--- config.mk ---
export PLATFORM = sky130hd
export DESIGN_NAME = image_filter_uart_frame_ctrl_flat
export DESIGN_NICKNAME = d
export VERILOG_FILES = /design/src/rtl/image_filter_uart_frame_ctrl_if.sv /design/src/rtl/image_filter_uart_frame_ctrl.sv /design/src/flat_wrapper.sv
export SDC_FILE = /design/constraint.sdc
export NUM_CORES = 1
export LEC_CHECK = 0
export BUFFER_PORTS_ARGS = -buffer_cell sky130_fd_sc_hd__clkbuf_2
export CAP_MARGIN = 20
export CELL_PAD_IN_SITES_DETAIL_PLACEMENT = 0
export CELL_PAD_IN_SITES_GLOBAL_PLACEMENT = 1
export CORE_AREA = 4 4 315 317
export CTS_CLUSTER_SIZE = 8
export DETAILED_ROUTE_END_ITERATION = 12
export DIE_AREA = 0 0 319 321
export GPL_TIMING_DRIVEN = 0
export PLACE_DENSITY_LB_ADDON = 0.2
export SYNTH_ARGS = -nofsm -noshare
export SYNTH_HDL_FRONTEND = slang
export SYNTH_SLANG_ARGS = --single-unit
--- constraint.sdc ---
create_clock -name clk -period 40 [get_ports clk]
set_clock_uncertainty 0.2 [all_clocks]
set_input_delay 4 -clock clk [delete_from_list [all_inputs] [get_ports clk]]
set_output_delay 4 -clock clk [all_outputs]
set_load 0.02 [all_outputs]
--- src/rtl/image_filter_uart_frame_ctrl_if.sv ---
// Bundles the UART RX/TX byte streams and the filter frame/result handshakes
// of the frame controller into one port group.
interface image_filter_uart_frame_ctrl_if #(
  parameter int BITS_PER_WORD = 8,
  parameter int W_OUT         = 392
);
  logic                     s_byte_valid;
  logic [BITS_PER_WORD-1:0] s_byte_data;
  logic                     m_frame_valid;
  logic                     m_frame_ready;
  logic [W_OUT-1:0]         m_frame_data;
  logic [3:0]               m_frame_mode;
  logic                     s_res_valid;
  logic                     s_res_ready;
  logic [W_OUT-1:0]         s_res_data;
  logic                     m_byte_valid;
  logic                     m_byte_ready;
  logic [BITS_PER_WORD-1:0] m_byte_data;

  modport master (
    input  s_byte_valid, s_byte_data, m_frame_ready, s_res_valid, s_res_data, m_byte_ready,
    output m_frame_valid, m_frame_data, m_frame_mode, s_res_ready, m_byte_valid, m_byte_data
  );

  modport slave (
    output s_byte_valid, s_byte_data, m_frame_ready, s_res_valid, s_res_data, m_byte_ready,
    input  m_frame_valid, m_frame_data, m_frame_mode, s_res_ready, m_byte_valid, m_byte_data
  );
endinterface

--- src/rtl/image_filter_uart_frame_ctrl.sv ---
// Frame controller: header parse, frame assembly, filter handshake, echo + result TX.
// Optional RX_TIMEOUT_EN adds an inter-byte timeout that aborts a stalled RECV.
module image_filter_uart_frame_ctrl #(
  parameter int         R_I            = 7,
  parameter int         C_I            = 7,
  parameter int         W_I            = 8,
  parameter int         BITS_PER_WORD  = 8,
  parameter int         NUM_MODES      = 4,
  parameter logic [3:0] SYNC           = 4'hA,
  parameter int         TIMEOUT_CYCLES = 1_000_000
) (
  input  logic                          clk,
  input  logic                          rst,
  image_filter_uart_frame_ctrl_if.master bus,
  output logic                          busy,
  output logic                          err_bad_cmd,
  output logic                          err_overrun
);
  localparam int W_OUT     = R_I * C_I * W_I;
  localparam int NUM_WORDS = W_OUT / BITS_PER_WORD;
  localparam int CNT_W     = $clog2(NUM_WORDS + 1);
  localparam int IDX_W     = (NUM_WORDS > 1) ? $clog2(NUM_WORDS) : 1;
  localparam logic [4:0] MODES5 = 5'(NUM_MODES);

  localparam logic [2:0] IDLE       = 3'd0;
  localparam logic [2:0] RECV       = 3'd1;
  localparam logic [2:0] SEND_FRAME = 3'd2;
  localparam logic [2:0] WAIT_RES   = 3'd3;
  localparam logic [2:0] TX_HDR     = 3'd4;
  localparam logic [2:0] TX_DATA    = 3'd5;

  logic [2:0]                                 state;
  logic [CNT_W-1:0]                           cnt;
  logic [IDX_W-1:0]                           idx;
  logic [BITS_PER_WORD-1:0]                   hdr_q;
  logic [NUM_WORDS-1:0][BITS_PER_WORD-1:0]    frame_q;
  logic [NUM_WORDS-1:0][BITS_PER_WORD-1:0]    res_q;
  logic                                       hdr_ok;
  logic                                       last_word;
  logic                                       rx_timeout;

  assign idx       = cnt[IDX_W-1:0];
  assign last_word = (cnt == CNT_W'(NUM_WORDS - 1));
  assign hdr_ok    = (bus.s_byte_data[7:4] == SYNC) && ({1'b0, bus.s_byte_data[3:0]} < MODES5);

`ifdef RX_TIMEOUT_EN
  localparam int TO_W = $clog2(TIMEOUT_CYCLES + 1);
  logic [TO_W-1:0] to_cnt;

  // Idle cycles since the last RX byte; only meaningful while receiving.
  always_ff @(posedge clk or posedge rst) begin
    if (rst)                                   to_cnt <= '0;
    else if (state != RECV || bus.s_byte_valid) to_cnt <= '0;
    else                                       to_cnt <= to_cnt + 1'b1;
  end

  assign rx_timeout = (state == RECV) && !bus.s_byte_valid &&
                      (to_cnt == TO_W'(TIMEOUT_CYCLES - 1));
`else
  assign rx_timeout = 1'b0;
`endif

  always_ff @(posedge clk or posedge rst) begin
    if (rst) begin
      state       <= IDLE;
      cnt         <= '0;
      hdr_q       <= '0;
      frame_q     <= '0;
      res_q       <= '0;
      err_bad_cmd <= 1'b0;
      err_overrun <= 1'b0;
    end else begin
      err_bad_cmd <= 1'b0;
      err_overrun <= 1'b0;
      case (state)
        IDLE: if (bus.s_byte_valid) begin
          if (hdr_ok) begin
            hdr_q <= bus.s_byte_data;
            cnt   <= '0;
            state <= RECV;
          end else begin
            err_bad_cmd <= 1'b1;
          end
        end
        RECV: begin
          if (bus.s_byte_valid) begin
            frame_q[idx] <= bus.s_byte_data;
            if (last_word) begin
              cnt   <= '0;
              state <= SEND_FRAME;
            end else begin
              cnt <= cnt + 1'b1;
            end
          end else if (rx_timeout) begin
            frame_q     <= '0;
            cnt         <= '0;
            err_bad_cmd <= 1'b1;
            state       <= IDLE;
          end
        end
        SEND_FRAME: if (bus.m_frame_ready) state <= WAIT_RES;
        WAIT_RES: if (bus.s_res_valid) begin
          res_q <= bus.s_res_data;
          state <= TX_HDR;
        end
        TX_HDR: if (bus.m_byte_ready) begin
          cnt   <= '0;
          state <= TX_DATA;
        end
        TX_DATA: if (bus.m_byte_ready) begin
          if (last_word) begin
            cnt   <= '0;
            state <= IDLE;
          end else begin
            cnt <= cnt + 1'b1;
          end
        end
        default: state <= IDLE;
      endcase
      // RX has no back-pressure: anything outside IDLE/RECV is lost.
      if (bus.s_byte_valid && state != IDLE && state != RECV) err_overrun <= 1'b1;
    end
  end

  assign bus.m_frame_valid = (state == SEND_FRAME);
  assign bus.m_frame_data  = frame_q;
  assign bus.m_frame_mode  = hdr_q[3:0];
  assign bus.s_res_ready   = (state == WAIT_RES);
  assign bus.m_byte_valid  = (state == TX_HDR) || (state == TX_DATA);
  assign bus.m_byte_data   = (state == TX_HDR)  ? hdr_q :
                             (state == TX_DATA) ? res_q[idx] : '0;
  assign busy              = (state != IDLE);
endmodule

--- src/flat_wrapper.sv ---
// flat-port wrapper written by rule: the top's interface ports become plain ports
module image_filter_uart_frame_ctrl_flat 
#(
  parameter int         R_I            = 7,
  parameter int         C_I            = 7,
  parameter int         W_I            = 8,
  parameter int         BITS_PER_WORD  = 8,
  parameter int         NUM_MODES      = 4,
  parameter logic [3:0] SYNC           = 4'hA,
  parameter int         TIMEOUT_CYCLES = 1_000_000
)
  (clk, rst, busy, err_bad_cmd, err_overrun, bus_s_byte_valid, bus_s_byte_data, bus_m_frame_ready, bus_s_res_valid, bus_s_res_data, bus_m_byte_ready, bus_m_frame_valid, bus_m_frame_data, bus_m_frame_mode, bus_s_res_ready, bus_m_byte_valid, bus_m_byte_data);
  image_filter_uart_frame_ctrl_if #(.BITS_PER_WORD(BITS_PER_WORD), .W_OUT((R_I * C_I * W_I))) bus_i ();
  input  logic clk;
  input  logic rst;
  output logic busy;
  output logic err_bad_cmd;
  output logic err_overrun;
  input wire logic [$bits(bus_i.s_byte_valid)-1:0] bus_s_byte_valid;
  input wire logic [$bits(bus_i.s_byte_data)-1:0] bus_s_byte_data;
  input wire logic [$bits(bus_i.m_frame_ready)-1:0] bus_m_frame_ready;
  input wire logic [$bits(bus_i.s_res_valid)-1:0] bus_s_res_valid;
  input wire logic [$bits(bus_i.s_res_data)-1:0] bus_s_res_data;
  input wire logic [$bits(bus_i.m_byte_ready)-1:0] bus_m_byte_ready;
  output wire logic [$bits(bus_i.m_frame_valid)-1:0] bus_m_frame_valid;
  output wire logic [$bits(bus_i.m_frame_data)-1:0] bus_m_frame_data;
  output wire logic [$bits(bus_i.m_frame_mode)-1:0] bus_m_frame_mode;
  output wire logic [$bits(bus_i.s_res_ready)-1:0] bus_s_res_ready;
  output wire logic [$bits(bus_i.m_byte_valid)-1:0] bus_m_byte_valid;
  output wire logic [$bits(bus_i.m_byte_data)-1:0] bus_m_byte_data;
  assign bus_i.s_byte_valid = bus_s_byte_valid;
  assign bus_i.s_byte_data = bus_s_byte_data;
  assign bus_i.m_frame_ready = bus_m_frame_ready;
  assign bus_i.s_res_valid = bus_s_res_valid;
  assign bus_i.s_res_data = bus_s_res_data;
  assign bus_i.m_byte_ready = bus_m_byte_ready;
  assign bus_m_frame_valid = bus_i.m_frame_valid;
  assign bus_m_frame_data = bus_i.m_frame_data;
  assign bus_m_frame_mode = bus_i.m_frame_mode;
  assign bus_s_res_ready = bus_i.s_res_ready;
  assign bus_m_byte_valid = bus_i.m_byte_valid;
  assign bus_m_byte_data = bus_i.m_byte_data;
  image_filter_uart_frame_ctrl #(.R_I(R_I), .C_I(C_I), .W_I(W_I), .BITS_PER_WORD(BITS_PER_WORD), .NUM_MODES(NUM_MODES), .SYNC(SYNC), .TIMEOUT_CYCLES(TIMEOUT_CYCLES)) u_core (.clk(clk), .rst(rst), .bus(bus_i), .busy(busy), .err_bad_cmd(err_bad_cmd), .err_overrun(err_overrun));
endmodule
# Yosys cells after proc, flatten, opt, wreduce, memory -nomap -nowiden
# Index checks and enable logic that the tools add are counted.
# Widths: inputs -> output; s select.
# classes
n_addsub	1
magnitude_cmp	3
n_eq_ne	17
n_mux	28
reduce_logical	13
# op_table
op	count
$bwmux 392	1
$bmux 8 s6	1
$demux 8 s6	1
$mux 6	6
$mux 8	4
$mux 3	9
$pmux 6 s4	1
$pmux 3 s6	1
$ne 2x2->1 const B	6
$reduce_and 9->1	1
$lt 6x7->1 const B	1
$add 6x1->6 const B	1
$eq 3x2->1 const B	2
$eq 3x3->1 const B	2
$eq 6x6->1 const B	1
$ge 6x1->1 const B	1
$ne 2x1->1 const B	3
$reduce_and 6->1	1
$eq 4x4->1 const B	1
$logic_and 1x1->1	4
$lt 4x3->1 const B	1
$mux 1	4
$reduce_and 2->1	2
$reduce_bool 4->1	1
other kinds (6)	6
# word_totals
regBits	803
output_inout_bits	410
wordCells	165

# Logic depth before layout (Yosys ltp)
# logic_depth
depth_word	5
mapped_depth	10
mapped_depth_nobuf	7

# Worst setup path before layout
# OpenSTA, ideal clock, no wires.
# synth_timing
path_type	register to output
from	register u_core.cnt[1]
to	output port bus_m_byte_data[4]
arrival_ps	2204
required_time_ps	35800
setup_slack_ps	33596
stages_incl_launch_ff	10
n_path_buf	3
cell_sequence	dfrtp_1 > buf_2 > nor2_1 > clkbuf_1 > buf_1 > a221oi_1 > nor2_1 > o21ai_0 > and4_1 > o21ai_0
# synth_via
elab_chain_len	4
# synth_rtl
element	line	text
start, declared	image_filter_uart_frame_ctrl.sv:33	logic [CNT_W-1:0] cnt;
start signal, assigned	image_filter_uart_frame_ctrl.sv:92	cnt <= cnt + 1'b1;
start signal, assigned	image_filter_uart_frame_ctrl.sv:115	cnt <= cnt + 1'b1;
$bmux 8 s6	image_filter_uart_frame_ctrl.sv:131	(state == TX_DATA) ? res_q[idx] : '0;
$mux 8 (implied by the code)	image_filter_uart_frame_ctrl.sv:131	
$mux 8	image_filter_uart_frame_ctrl.sv:131	
$mux 8	image_filter_uart_frame_ctrl.sv:130	assign bus.m_byte_data = (state == TX_HDR) ? hdr_q :
end, declared	flat_wrapper.sv:30	output wire logic [$bits(bus_i.m_byte_data)-1:0] bus_m_byte_data;
# Every way passes these cells. The select of a mux whose other input is x is not followed.

# Worst setup path in the final report
# layout_timing
from	register u_core.cnt[0]
to	output port bus_m_byte_data[0]
# Same word-level chain as after synthesis.

==> results.ini <==
[outcome]
status = complete, no violations

[timing]
rsz0062_at_grt = false
period_needed_ns = 8.805
setup_viol = 0
maxSlewHeadroom_pct = 17.46
final.period_utilization_pct = 22.01
hold_violations = 0
fin_setup_tns_ns = 0
fmax_ghz = 0.1136
tightest_slew_ns = 1.238
holdWs_ns = 0.2759
slew_violations = 0

[synth]
synthFlopType = dfrtp_1
synth_edf_count = 0
netlist-cell-type-count = 61
synth_nets = 2653
synth.top_cell.area_share_pct = 60.00
synth_top_area_cell = dfrtp_1
synth.area.top_cells = dfrtp_1 60%, mux2_2 27%, mux4_2 2.0%
syn_inst = 2245
netlist_area_sq_um = 33490
ys_seq_elements = 803
yosys_warnings = 0
ys_seq_area_share_pct = 60.00
postSynthAreaPerCell_sq_um = 14.92
synthArstFlopShare_pct = 100.0

[layout]
final_cell_area_sq_um = 42520
utilization_pct = 44.17
final_layout_size_suffix_gt1_share_pct = 57.96
nets = 3596
syn_to_final_growth_pct = 26.97

[floorplan]
fp.dieArea_sq_um = 102400
die_w_um = 319
fp-row-count = 114
core_sq_um = 96280
start_util_pct = 34.79
io-pin-count = 816
die_y_um = 321

[global_routing]
grt_pass1_wl_um = 192600
grt_pass1_vias = 25737
grt_use_total_pct = 26.20
grt-ovfl-total = 0
grt_max_degree = 132
antenna_found_initial = 52

[clocking]
cts_inserted_buffers = 111
ctsHoldBuffers = 0
post_cts_buffers = 0
clk_pin_slew_ns = 0.05
root_buffer = clkbuf_16
cts_tree = done
h-tree-depth = 3
insertion_delay_ns = 0.69
cts_resized = 0
cts.sinks = 803
cts_buffer_depth = 3

[detailed_routing]
drtAntennaViolNets = 0
vias_per_cell = 5.242
drc = 0
first_pass_iters = 5
drt_wl_total_um = 137200
drtIter0Drc = 1326
wire_per_inst_um = 30.44
num_vias = 23621

[critical_path]
worst-path-max-fanout = 10
critPathKind = reg -> out
max_stage_delay_ns = 0.89
critical_path.endpoint_type = primary output
crit_path_start_kind = flip-flop
cp_cell_sequence = buf_2 > buf_2 > inv_2 > buf_1 > mux2i_1 > o22ai_1 > a211oi_1 > o211ai_1 > clkbuf_2
critPathSlowestCell = buf_1
worstPathArrival_ns = 4.61
cp_common_cell = buf_2
cp.required_ns = 35.80

[run]
max_cap_viol_count = 0

[power]
leakage_nw = 22.12
power-per-cell-area_nw_per_um2 = 69.70
ir_drop_mv = 0.03962

[placement]
gp_congestion = 0.8410
dp_hpwl_um = 104700
place_area_sq_um = 39490
io_buffers = 813

[worst_hold_path]
hp-class = reg -> reg

worst max-delay path, delay by kind of cell (launching register included):
family                 cells  cell delay (ns)
buffers and inverters      5             2.01
AO/OA/AOI/OAI              3             1.02
flip-flops                 1             0.43
multiplexers               1             0.43
path summary, 6_finish.rpt:
check | from | endpoint | slack (ns) | depth (start not counted)
max | u_core.cnt[0] | bus_m_byte_data[0] | 31.19 | 9
min | u_core.hdr_q[5] | u_core.hdr_q[5] | 0.28 | 1
max reg2reg | u_core.cnt[0] | u_core.bus.m_frame_data[316] | 36.16 | 7
min reg2reg | u_core.hdr_q[5] | u_core.hdr_q[5] | 0.28 | 1
max in group asynchronous | rst | u_core.bus.m_frame_data[128] | 34.49 | 5
min in group asynchronous | rst | u_core.bus.m_frame_data[161] | 3.13 | 2
routing by layer:
metal	share of wire [%]	GRT usage, %
met1	38	30.68
met2	51	45.69
met3	7.4	7.607
met4	3.3	9.894
met5	0.17	0
cells in the final DEF (no fill, tap or decap), types with 8 or more instances in the layout:
| cell | n |
|---|---|
| a21oi_1 | 35 |
| a221oi_1 | 40 |
| a22oi_1 | 23 |
| buf_1 | 19 |
| buf_16 | 9 |
| buf_2 | 24 |
| buf_4 | 8 |
| clkbuf_1 | 104 |
| clkbuf_16 | 114 |
| clkbuf_2 | 814 |
| dfrtp_1 | 803 |
| diode_2 | 33 |
| mux2_2 | 805 |
| mux2i_1 | 59 |
| mux4_2 | 29 |
| nand2_1 | 62 |
| nand2_2 | 10 |
| nand3_1 | 12 |
| nor2_1 | 43 |
| nor2_2 | 12 |
| o21ai_0 | 28 |
| o22ai_1 | 10 |
final cells by class:
cell class                 count  area (sq um)
clock buffer                 117          2864
timing repair buffer         830          4408
tap                         1276          1597
fill                        9000         53760
sequential                   803         20090
buffer                       150         615.6
multi-input combinational   1284         12750
clock inverter                 5         72.57
inverter                       8         37.54
antenna                       33         82.58
sequential cells by signal, indices dropped and copies added (netlist names):
signal and cells:
u_core.err_overrun 1, u_core.hdr_q 8, u_core.err_bad_cmd 1, u_core.res_q 392, u_core.cnt 6, u_core.bus.m_frame_data 392, u_core.state 3
cell usage after synthesis (23+ instances only):
cell type / instances
buf_2: 23
nand2_1: 62
o21ai_0: 28
clkbuf_1: 101
a21oi_1: 35
mux4_2: 29
a22oi_1: 23
dfrtp_1: 803
mux2i_1: 59
mux2_2: 805
nor2_1: 43
a221oi_1: 40
where the power goes:
part	total [mW]	leakage (nW)	internal, mW	switching (mW)
clock network	0.843	1.44	0.502	0.341
logic	0.997	9.69	0.353	0.644
registers	1.12	11.0	1.01	0.113
through the flow:
step           setup slack, ns  power (mW)  std cells
4_1_cts                  31.05       2.990       4472
3_5_place_dp             31.80       2.139       4350
2_1_floorplan            13.25       1.665       2245
6_report                 31.19       2.964       4506
3_3_place_gp             5.246       2.110       4334
5_1_grt                  31.07       3.084       4492
cell families after synthesis:
logic type | after synthesis | share of synthesized area [%]
buffers and inverters | 158 | 1.928
muxes | 895 | 30.85
adders and majority gates | 2 | 0.07470
AOI/OAI and AO/OA | 186 | 3.960
DFF | 803 | 60.00
and+or+nand+nor | 201 | 3.194
(Power assumes the default switching activity.)
